<file path="src/rtl/pipe_hazard_sched_if.sv">
// Hazard scheduler handshake bundle: hazard/memory indications from the
// pipeline (master) and pipeline-register enables back from the scheduler (slave).
interface pipe_hazard_sched_if;
  logic       load_depen;
  logic       ctrl_xfer;
  logic       dmem_req;
  logic       dmem_ack;
  logic       wpcir;
  logic       id_bubble;
  logic       if_annul;
  logic       pipe_hold;
  logic       mem_timeout;
  logic [1:0] sched_state;

  modport master (
    output load_depen, ctrl_xfer, dmem_req, dmem_ack,
    input  wpcir, id_bubble, if_annul, pipe_hold, mem_timeout, sched_state
  );

  modport slave (
    input  load_depen, ctrl_xfer, dmem_req, dmem_ack,
    output wpcir, id_bubble, if_annul, pipe_hold, mem_timeout, sched_state
  );
endinterface

</file>
<file path="src/rtl/pipe_hazard_sched.sv">
// Pipeline hazard scheduler for the 5-stage CPU.
// Sequences PC/IF-ID write enable, ID/EX bubble, IF/ID annul and back-end hold
// from load-use, control-transfer and data-memory handshake indications.
// Outputs are Mealy: decoded from current state and same-cycle inputs.
// Optional feature macro: HAZ_PERF_EN adds stall_cycles / annul_count counters.
//
// state | meaning
// RUN   | normal flow, hazards decoded combinationally
// LDSTL | extra load-use stall cycles (ldcnt remaining)
// MWAIT | back end frozen waiting for dmem_ack (wcnt cycles waited)
// ERR   | memory timed out, frozen until reset
module pipe_hazard_sched #(
  parameter int unsigned LOAD_LAT   = 1,
  parameter int unsigned MAX_WAIT   = 16,
  parameter int unsigned DELAY_SLOT = 1
) (
  input  logic                 clk,
  input  logic                 rst,
  pipe_hazard_sched_if.slave   hz
`ifdef HAZ_PERF_EN
  ,
  output logic [31:0]          stall_cycles,
  output logic [15:0]          annul_count
`endif
);

  typedef enum logic [1:0] {
    RUN   = 2'b00,
    LDSTL = 2'b01,
    MWAIT = 2'b10,
    ERR   = 2'b11
  } state_t;

  localparam logic [2:0] LAT_M1    = 3'(LOAD_LAT - 1);
  localparam logic [7:0] WAIT_LAST = 8'(MAX_WAIT - 1);

  state_t     state;
  logic [2:0] ldcnt;
  logic [7:0] wcnt;
  logic       mem_timeout_q;

  logic mem_stall;
  logic wpcir_c, bubble_c, annul_c, hold_c;

  assign mem_stall = hz.dmem_req & ~hz.dmem_ack;

  // Mealy enable decode; memory wait outranks load stall outranks transfer
  always_comb begin
    wpcir_c  = 1'b1;
    bubble_c = 1'b0;
    annul_c  = 1'b0;
    hold_c   = 1'b0;
    case (state)
      RUN: begin
        if (mem_stall) begin
          hold_c  = 1'b1;
          wpcir_c = 1'b0;
        end else if (hz.load_depen) begin
          wpcir_c  = 1'b0;
          bubble_c = 1'b1;
        end else if (hz.ctrl_xfer && (DELAY_SLOT == 0)) begin
          annul_c = 1'b1;
        end
      end
      LDSTL: begin
        if (mem_stall) begin
          hold_c  = 1'b1;
          wpcir_c = 1'b0;
        end else begin
          wpcir_c  = 1'b0;
          bubble_c = 1'b1;
        end
      end
      default: begin
        hold_c  = 1'b1;
        wpcir_c = 1'b0;
      end
    endcase
  end

  // State and counter sequencing; ldcnt is frozen across a memory wait
  always_ff @(posedge clk) begin
    if (rst) begin
      state         <= RUN;
      ldcnt         <= 3'd0;
      wcnt          <= 8'd0;
      mem_timeout_q <= 1'b0;
    end else begin
      case (state)
        RUN: begin
          if (mem_stall) begin
            state <= MWAIT;
            wcnt  <= 8'd1;
          end else if (hz.load_depen && (LOAD_LAT > 1)) begin
            state <= LDSTL;
            ldcnt <= LAT_M1;
          end
        end
        LDSTL: begin
          if (mem_stall) begin
            state <= MWAIT;
            wcnt  <= 8'd1;
          end else if (ldcnt <= 3'd1) begin
            state <= RUN;
            ldcnt <= 3'd0;
          end else begin
            ldcnt <= ldcnt - 3'd1;
          end
        end
        MWAIT: begin
          if (hz.dmem_ack) begin
            wcnt  <= 8'd0;
            state <= (ldcnt != 3'd0) ? LDSTL : RUN;
          end else if (wcnt >= WAIT_LAST) begin
            state         <= ERR;
            mem_timeout_q <= 1'b1;
          end else if (wcnt != 8'hFF) begin
            wcnt <= wcnt + 8'd1;
          end
        end
        default: begin
          state         <= ERR;
          mem_timeout_q <= 1'b1;
        end
      endcase
    end
  end

  assign hz.wpcir       = wpcir_c;
  assign hz.id_bubble   = bubble_c;
  assign hz.if_annul    = annul_c;
  assign hz.pipe_hold   = hold_c;
  assign hz.mem_timeout = mem_timeout_q;
  assign hz.sched_state = state;

`ifdef HAZ_PERF_EN
  // Free-running wrap-around performance counters
  always_ff @(posedge clk) begin
    if (rst) begin
      stall_cycles <= 32'd0;
      annul_count  <= 16'd0;
    end else begin
      if (!wpcir_c) stall_cycles <= stall_cycles + 32'd1;
      if (annul_c)  annul_count  <= annul_count + 16'd1;
    end
  end
`endif

endmodule

</file>
<file path="src/flat_wrapper.sv">
// flat-port wrapper written by rule: the top's interface ports become plain ports
module pipe_hazard_sched_flat 
#(
  parameter int unsigned LOAD_LAT   = 1,
  parameter int unsigned MAX_WAIT   = 16,
  parameter int unsigned DELAY_SLOT = 1
)
  (clk, rst, hz_load_depen, hz_ctrl_xfer, hz_dmem_req, hz_dmem_ack, hz_wpcir, hz_id_bubble, hz_if_annul, hz_pipe_hold, hz_mem_timeout, hz_sched_state);
  pipe_hazard_sched_if hz_i ();
  input  logic clk;
  input  logic rst;
  input wire logic [$bits(hz_i.load_depen)-1:0] hz_load_depen;
  input wire logic [$bits(hz_i.ctrl_xfer)-1:0] hz_ctrl_xfer;
  input wire logic [$bits(hz_i.dmem_req)-1:0] hz_dmem_req;
  input wire logic [$bits(hz_i.dmem_ack)-1:0] hz_dmem_ack;
  output wire logic [$bits(hz_i.wpcir)-1:0] hz_wpcir;
  output wire logic [$bits(hz_i.id_bubble)-1:0] hz_id_bubble;
  output wire logic [$bits(hz_i.if_annul)-1:0] hz_if_annul;
  output wire logic [$bits(hz_i.pipe_hold)-1:0] hz_pipe_hold;
  output wire logic [$bits(hz_i.mem_timeout)-1:0] hz_mem_timeout;
  output wire logic [$bits(hz_i.sched_state)-1:0] hz_sched_state;
  assign hz_i.load_depen = hz_load_depen;
  assign hz_i.ctrl_xfer = hz_ctrl_xfer;
  assign hz_i.dmem_req = hz_dmem_req;
  assign hz_i.dmem_ack = hz_dmem_ack;
  assign hz_wpcir = hz_i.wpcir;
  assign hz_id_bubble = hz_i.id_bubble;
  assign hz_if_annul = hz_i.if_annul;
  assign hz_pipe_hold = hz_i.pipe_hold;
  assign hz_mem_timeout = hz_i.mem_timeout;
  assign hz_sched_state = hz_i.sched_state;
  pipe_hazard_sched #(.LOAD_LAT(LOAD_LAT), .MAX_WAIT(MAX_WAIT), .DELAY_SLOT(DELAY_SLOT)) u_core (.clk(clk), .rst(rst), .hz(hz_i));
endmodule
</file>
<file path="config.mk">
export PLATFORM = sky130hd
export DESIGN_NAME = pipe_hazard_sched_flat
export DESIGN_NICKNAME = d
export VERILOG_FILES = /design/src/rtl/pipe_hazard_sched_if.sv /design/src/rtl/pipe_hazard_sched.sv /design/src/flat_wrapper.sv
export SDC_FILE = /design/constraint.sdc
export NUM_CORES = 1
export LEC_CHECK = 0
export BUFFER_PORTS_ARGS = -buffer_cell sky130_fd_sc_hd__buf_2
export CAP_MARGIN = 20
export CORE_MARGIN = 2
export CORE_UTILIZATION = 47
export DETAILED_ROUTE_END_ITERATION = 8
export PLACE_DENSITY = 0.72
export SLEW_MARGIN = 10
export SYNTH_ARGS = -nofsm -noshare
export SYNTH_HDL_FRONTEND = slang
export SYNTH_SLANG_ARGS = --single-unit
</file>
<file path="constraint.sdc">
create_clock -name clk -period 1.9 [get_ports clk]
set_input_delay 0.38 -clock clk [delete_from_list [all_inputs] [get_ports clk]]
set_output_delay 0.38 -clock clk [all_outputs]
set_load 0.01 [all_outputs]
</file>
After elaboration in Yosys (flattened, before gate mapping):

Cells that the tools add are included.

* add/sub/neg operators: 2
* bitwise logic cells: 4
* muxes and demuxes: 25
* equality and inequality tests: 11
* reduce and logical (&&, ||, !) cells: 8
* magnitude comparators: 2

Operator list (count)
* 8-bit 2-to-1 mux: 4
* 8-bit one-hot mux with 2 select lines: 1
* 1-bit 2-to-1 mux: 11
* 2-bit 2-to-1 mux: 5
* 8-bit by 1-bit adder with 8-bit output (second input constant): 1
* 8-bit by 4-bit >= comparator with 1-bit output (second input constant): 1
* 8-bit inequality test (second input constant): 1
* 2-bit by 1-bit inequality test with 1-bit output (second input constant): 3
* 3-bit by 2-bit inequality test with 1-bit output (second input constant): 2
* 2-bit one-hot mux with 3 select lines: 1
* 3-bit AND reduction: 2
* 1-bit one-hot mux with 2 select lines: 2
* 4-bit AND reduction: 1
* 3-bit by 1-bit less-or-equal comparator with 1-bit output (second input constant): 1
* 3-bit 2-to-1 mux: 1
* 3-bit by 1-bit inequality test with 1-bit output (second input constant): 1
* 3-bit inequality test (second input constant): 1
* 1-bit NOT: 3
* 3-bit nonzero test: 1
* 3-bit by 1-bit subtractor with 3-bit output (second input constant): 1
* 2-bit by 1-bit equality test with 1-bit output (second input constant): 1
* 2-bit equality test (second input constant): 1
* 2-bit logical NOT: 1
* 2-bit inequality test (second input constant): 1
* 4 further kinds: 4

* bits in registers: 14
* output and inout port bits: 7

Longest topological paths before layout:

* word-level depth: 5
* mapped depth: 6
* depth with buffers taken out: 6

Worst setup path before layout:

OpenSTA, ideal clock, no wires.

* path type: reg2reg
* start: reg u_core.state[1] (netlist: u_core.hz.sched_state[1])
* end: reg u_core.wcnt[0]
* data arrival time: 1.734 ns
* setup time: 0.079 ns
* required time: 1.821 ns
* period minus slack after synthesis: 1.814 ns
* path buffers: 1
* stages on the path, launching flop included: 6
* setup slack: 0.086 ns
* path through: dfxtp_1 > buf_2 > nor2b_1 > or3b_4 > mux2_4 > a211oi_2

* cells in the longest elaborated chain, start to end: 4
* elaborated cells between the ends (all ways): 10
* those cells by class: eq/ne (5); mux (1); reduce/logical (4)

RTL lines
* start, declared: RTL line pipe_hazard_sched.sv:37 `state_t state;`
* start signal, assigned: RTL line pipe_hazard_sched.sv:113 `state <= (ldcnt != 3'd0) ? LDSTL : RUN;`
* 2-bit by 1-bit equality test with 1-bit output or 2-bit logical NOT (tied branches): RTL line pipe_hazard_sched.sv:89 `case (state)`
* 2-bit OR reduction (no source line)
* 2-bit by 1-bit inequality test with 1-bit output (no source line) or 2-bit nonzero test (tied branches)
* 4-bit AND reduction (no source line)
* end signal, assigned: RTL line pipe_hazard_sched.sv:118 `wcnt <= wcnt + 8'd1;`
* end, declared: RTL line pipe_hazard_sched.sv:39 `logic [7:0] wcnt;`

Parallel ways exist; a longest one is shown, timed or not.
A chain may end at the register's enable or synchronous reset.

Worst setup path after layout:

* start: reg u_core.wcnt[4]
* end: reg u_core.wcnt[0]

* cells in the longest elaborated chain, start to end: 3
* elaborated cells between the ends (all ways): 5
* those cells by class: order compare (1); eq/ne (3); reduce/logical (1)

RTL lines (RTL line)
* 8-bit by 4-bit >= comparator with 1-bit output or 8-bit inequality test (tied branches): pipe_hazard_sched.sv:114, pipe_hazard_sched.sv:117
* 3-bit inequality test (no source line) or 3-bit by 2-bit inequality test with 1-bit output (tied branches)
* 4-bit AND reduction (no source line) *

Every way passes the cells marked *; elsewhere a longest branch is shown, timed or not.

==> out/metrics.cfg <==
[cells_and_area]
diodes = 0
nets = 109
layout-drive-gt1-share = 0.222
area_growth_pct = 15.4
fillers = 137

[timing]
fmax_mhz = 548
tightest_slew_ps = 759
timing.final.crit_share = 0.961
rsz0062_at_grt = no
fin_hold_ws_ps = 372
slew_headroom = 0.491
finalHoldViolCount = 0
report.final.slew_viol_count = 0
layout_min_cycle_time_ps = 1830
setup_viol = 0
skew_ps = 3.78
fin_tns_setup_ps = 0

[yosys]
syn_area_um2 = 732
synth-seq-cells = 14
syn_inst = 86
yosysSeqAreaShare = 0.383
synth_cell_types = 33
synth_nets = 95
ys_warn_count = 0
syn_area_per_cell_um2 = 8.51

[global_routing]
antenna_found_initial = 0
grt_pass1_wl_um = 2370
grt_use_total = 0.174
grt_remaining_overflow = 0
grt_max_degree = 11
grt_pass1_vias = 562

[cts]
cts_buffer_depth = 2
numCtsBuffers = 3
cts_root_buf = clkbuf_4
cts_num_sinks = 14
cts_max_level = 1
clkTransAtPathRegs_ps = 80
ctsHoldBuffers = 0
cts_tree = done
clk_latency_ps = 290
post-cts-setup-buffers = 0
cts_resized = 0

[job]
cap_violations = 0

[place]
place_congestion = 0.757
hpwl_um = 990
io_buffer_count = 10

[routing]
detail_route.iter0.violations = 24
drtPass1Iterations = 4
routedWlPerCell_um = 11.9
drcViolationCount = 0
viasPerCell = 5.51
wl_um = 1360
vias = 634
postRouteAntennaNets = 0

[setup_path]
crit_chain = or4_4 -> or3b_4 -> mux2_4 -> a211oi_2
crit_fanout = 3
critPathLaunchType = flop
worst_path_largest_cell_delay_ps = 550
critPathTopFamily = simple AND/OR/NAND/NOR gates
worstPathArrival_ps = 2040
cp_slowest_cell = or4_4
endpoint_kind = flop
crit_type = reg -> reg
critical_path_required_ps = 2120
crit_buf_inv = 0

[die]
die_x_um = 43.5
core_area_um2 = 1490
start_util = 0.492
die_area_um2 = 1890
chipHeight_um = 43.5
rows = 14
io_pins = 13

[power]
power.total_w = 0.000581
leakage_nw = 0.385
powerDensity_nw_per_um2 = 688
ir_worst_vdd_mv = 0.450

[min_path]
holdCritPathClass = in -> reg

[outcome]
outcome = completed

## layout make-up
class | count | area (um^2) | share of cell area
multi-input combinational | 63 | 413 | 0.489
clock buffer | 4 | 36.3 | 0.0430
sequential | 14 | 280 | 0.332
inverter | 4 | 15.0 | 0.0178
timing repair buffer | 14 | 80.1 | 0.0948
tap | 16 | 20.0 | 0.0237
## through the flow
step,cells,area (um^2),setup WS [ps],util
2_1_floorplan,86,732,86.4,-
3_3_place_gp,111,808,104,0.543
3_5_place_dp,111,808,94.7,0.543
4_1_cts,115,845,75.8,0.567
5_1_grt,115,845,23.4,0.567
6_report,115,845,73.7,0.567
## synthesized netlist by cell type
library cell / count / area (um^2)
dfxtp_1: 14 / 280
nand2b_1: 2 / 12.5
and3_1: 2 / 12.5
a211oi_1: 2 / 15.0
and3b_1: 1 / 8.76
nor3_1: 1 / 5.00
nor3b_1: 1 / 7.51
buf_4: 1 / 7.51
nor4_1: 1 / 6.26
ha_1: 3 / 37.5
mux2_4: 1 / 15.0
and4b_1: 1 / 10.0
nand3_1: 1 / 5.00
and4_1: 1 / 8.76
or4b_1: 1 / 10.0
and2_1: 3 / 18.8
a21oi_1: 7 / 35.0
o31a_1: 1 / 8.76
o21ai_0: 2 / 10.0
mux2i_1: 4 / 40.0
o21a_1: 1 / 7.51
inv_1: 4 / 15.0
a31o_1: 1 / 8.76
or3b_4: 1 / 11.3
clkbuf_1: 3 / 11.3
or4_4: 1 / 11.3
nand2_1: 2 / 7.51
nor2_1: 18 / 67.6
buf_2: 1 / 5.00
nor2b_1: 1 / 6.26
a211oi_2: 1 / 12.5
conb_1: 1 / 3.75
o32a_1: 1 / 10.0
## worst register-to-register path: stages (launching register included)
cell and delay (ps):
dfxtp_1 330, or4_4 550, or3b_4 400, mux2_4 310, a211oi_2 170
## registers in the layout, indices dropped and copies added, names as in the netlist
| register | cells |
|---|---|
| u_core.wcnt | 8 |
| u_core.ldcnt | 3 |
| u_core.hz.sched_state | 2 |
| u_core.hz.mem_timeout | 1 |
## cell usage in the layout (no fill, tap or decap), types with 2 or more instances in the layout
master and count:
ha_1 3, and2_1 3, nand2_1 2, dfxtp_1 14
mux2i_1 4, a211oi_1 2, o21ai_0 2, inv_1 4
and3_1 2, clkbuf_4 3, buf_2 10, a21oi_1 7
nor2_1 18, buf_4 4, nand2b_1 2
## kinds of logic (layout without fill, tap and decap cells)
family | after synthesis | in the layout | share of synthesized area
DFF | 14 | 14 | 0.383
muxes | 5 | 5 | 0.0752
other | 1 | 1 | 0.00512
and+or+nand+nor | 38 | 38 | 0.285
adders and majority gates | 3 | 3 | 0.0513
buffers and inverters | 9 | 22 | 0.0530
AOI/OAI and AO/OA | 16 | 16 | 0.147
## power by group
part	leakage (nW)	internal [W]	switching [W]
registers	0.113	0.000297	0.00000289
logic	0.250	0.0000305	0.0000363
clock network	0.0210	0.000117	0.0000980
total	0.385	0.000444	0.000137
## per-layer routing
| metal | wire length (um) | vias to the layer above | global-route usage | part of all wire |
|---|---|---|---|---|
| met5 | 0 | - | 0 | 0 |
| met4 | 15 | 0 | 0.0909 | 0.011 |
| met3 | 77 | 2 | 0.0750 | 0.056 |
| met2 | 629 | 18 | 0.257 | 0.46 |
| met1 | 642 | 291 | 0.214 | 0.47 |
| li1 | - | 323 | - | - |
## final timing paths
check,start,end,slack (ps),cells past startpoint
max,u_core.wcnt[4]$_SDFFE_PP0P_,u_core.wcnt[0]$_SDFFE_PP0P_,70,4
min,rst,u_core.wcnt[0]$_SDFFE_PP0P_,370,2
max reg2reg,u_core.wcnt[4]$_SDFFE_PP0P_,u_core.wcnt[0]$_SDFFE_PP0P_,70,4
min reg2reg,u_core.wcnt[7]$_SDFFE_PP0P_,u_core.wcnt[7]$_SDFFE_PP0P_,470,1
No activity file was read; power rests on OpenSTA's default activity.
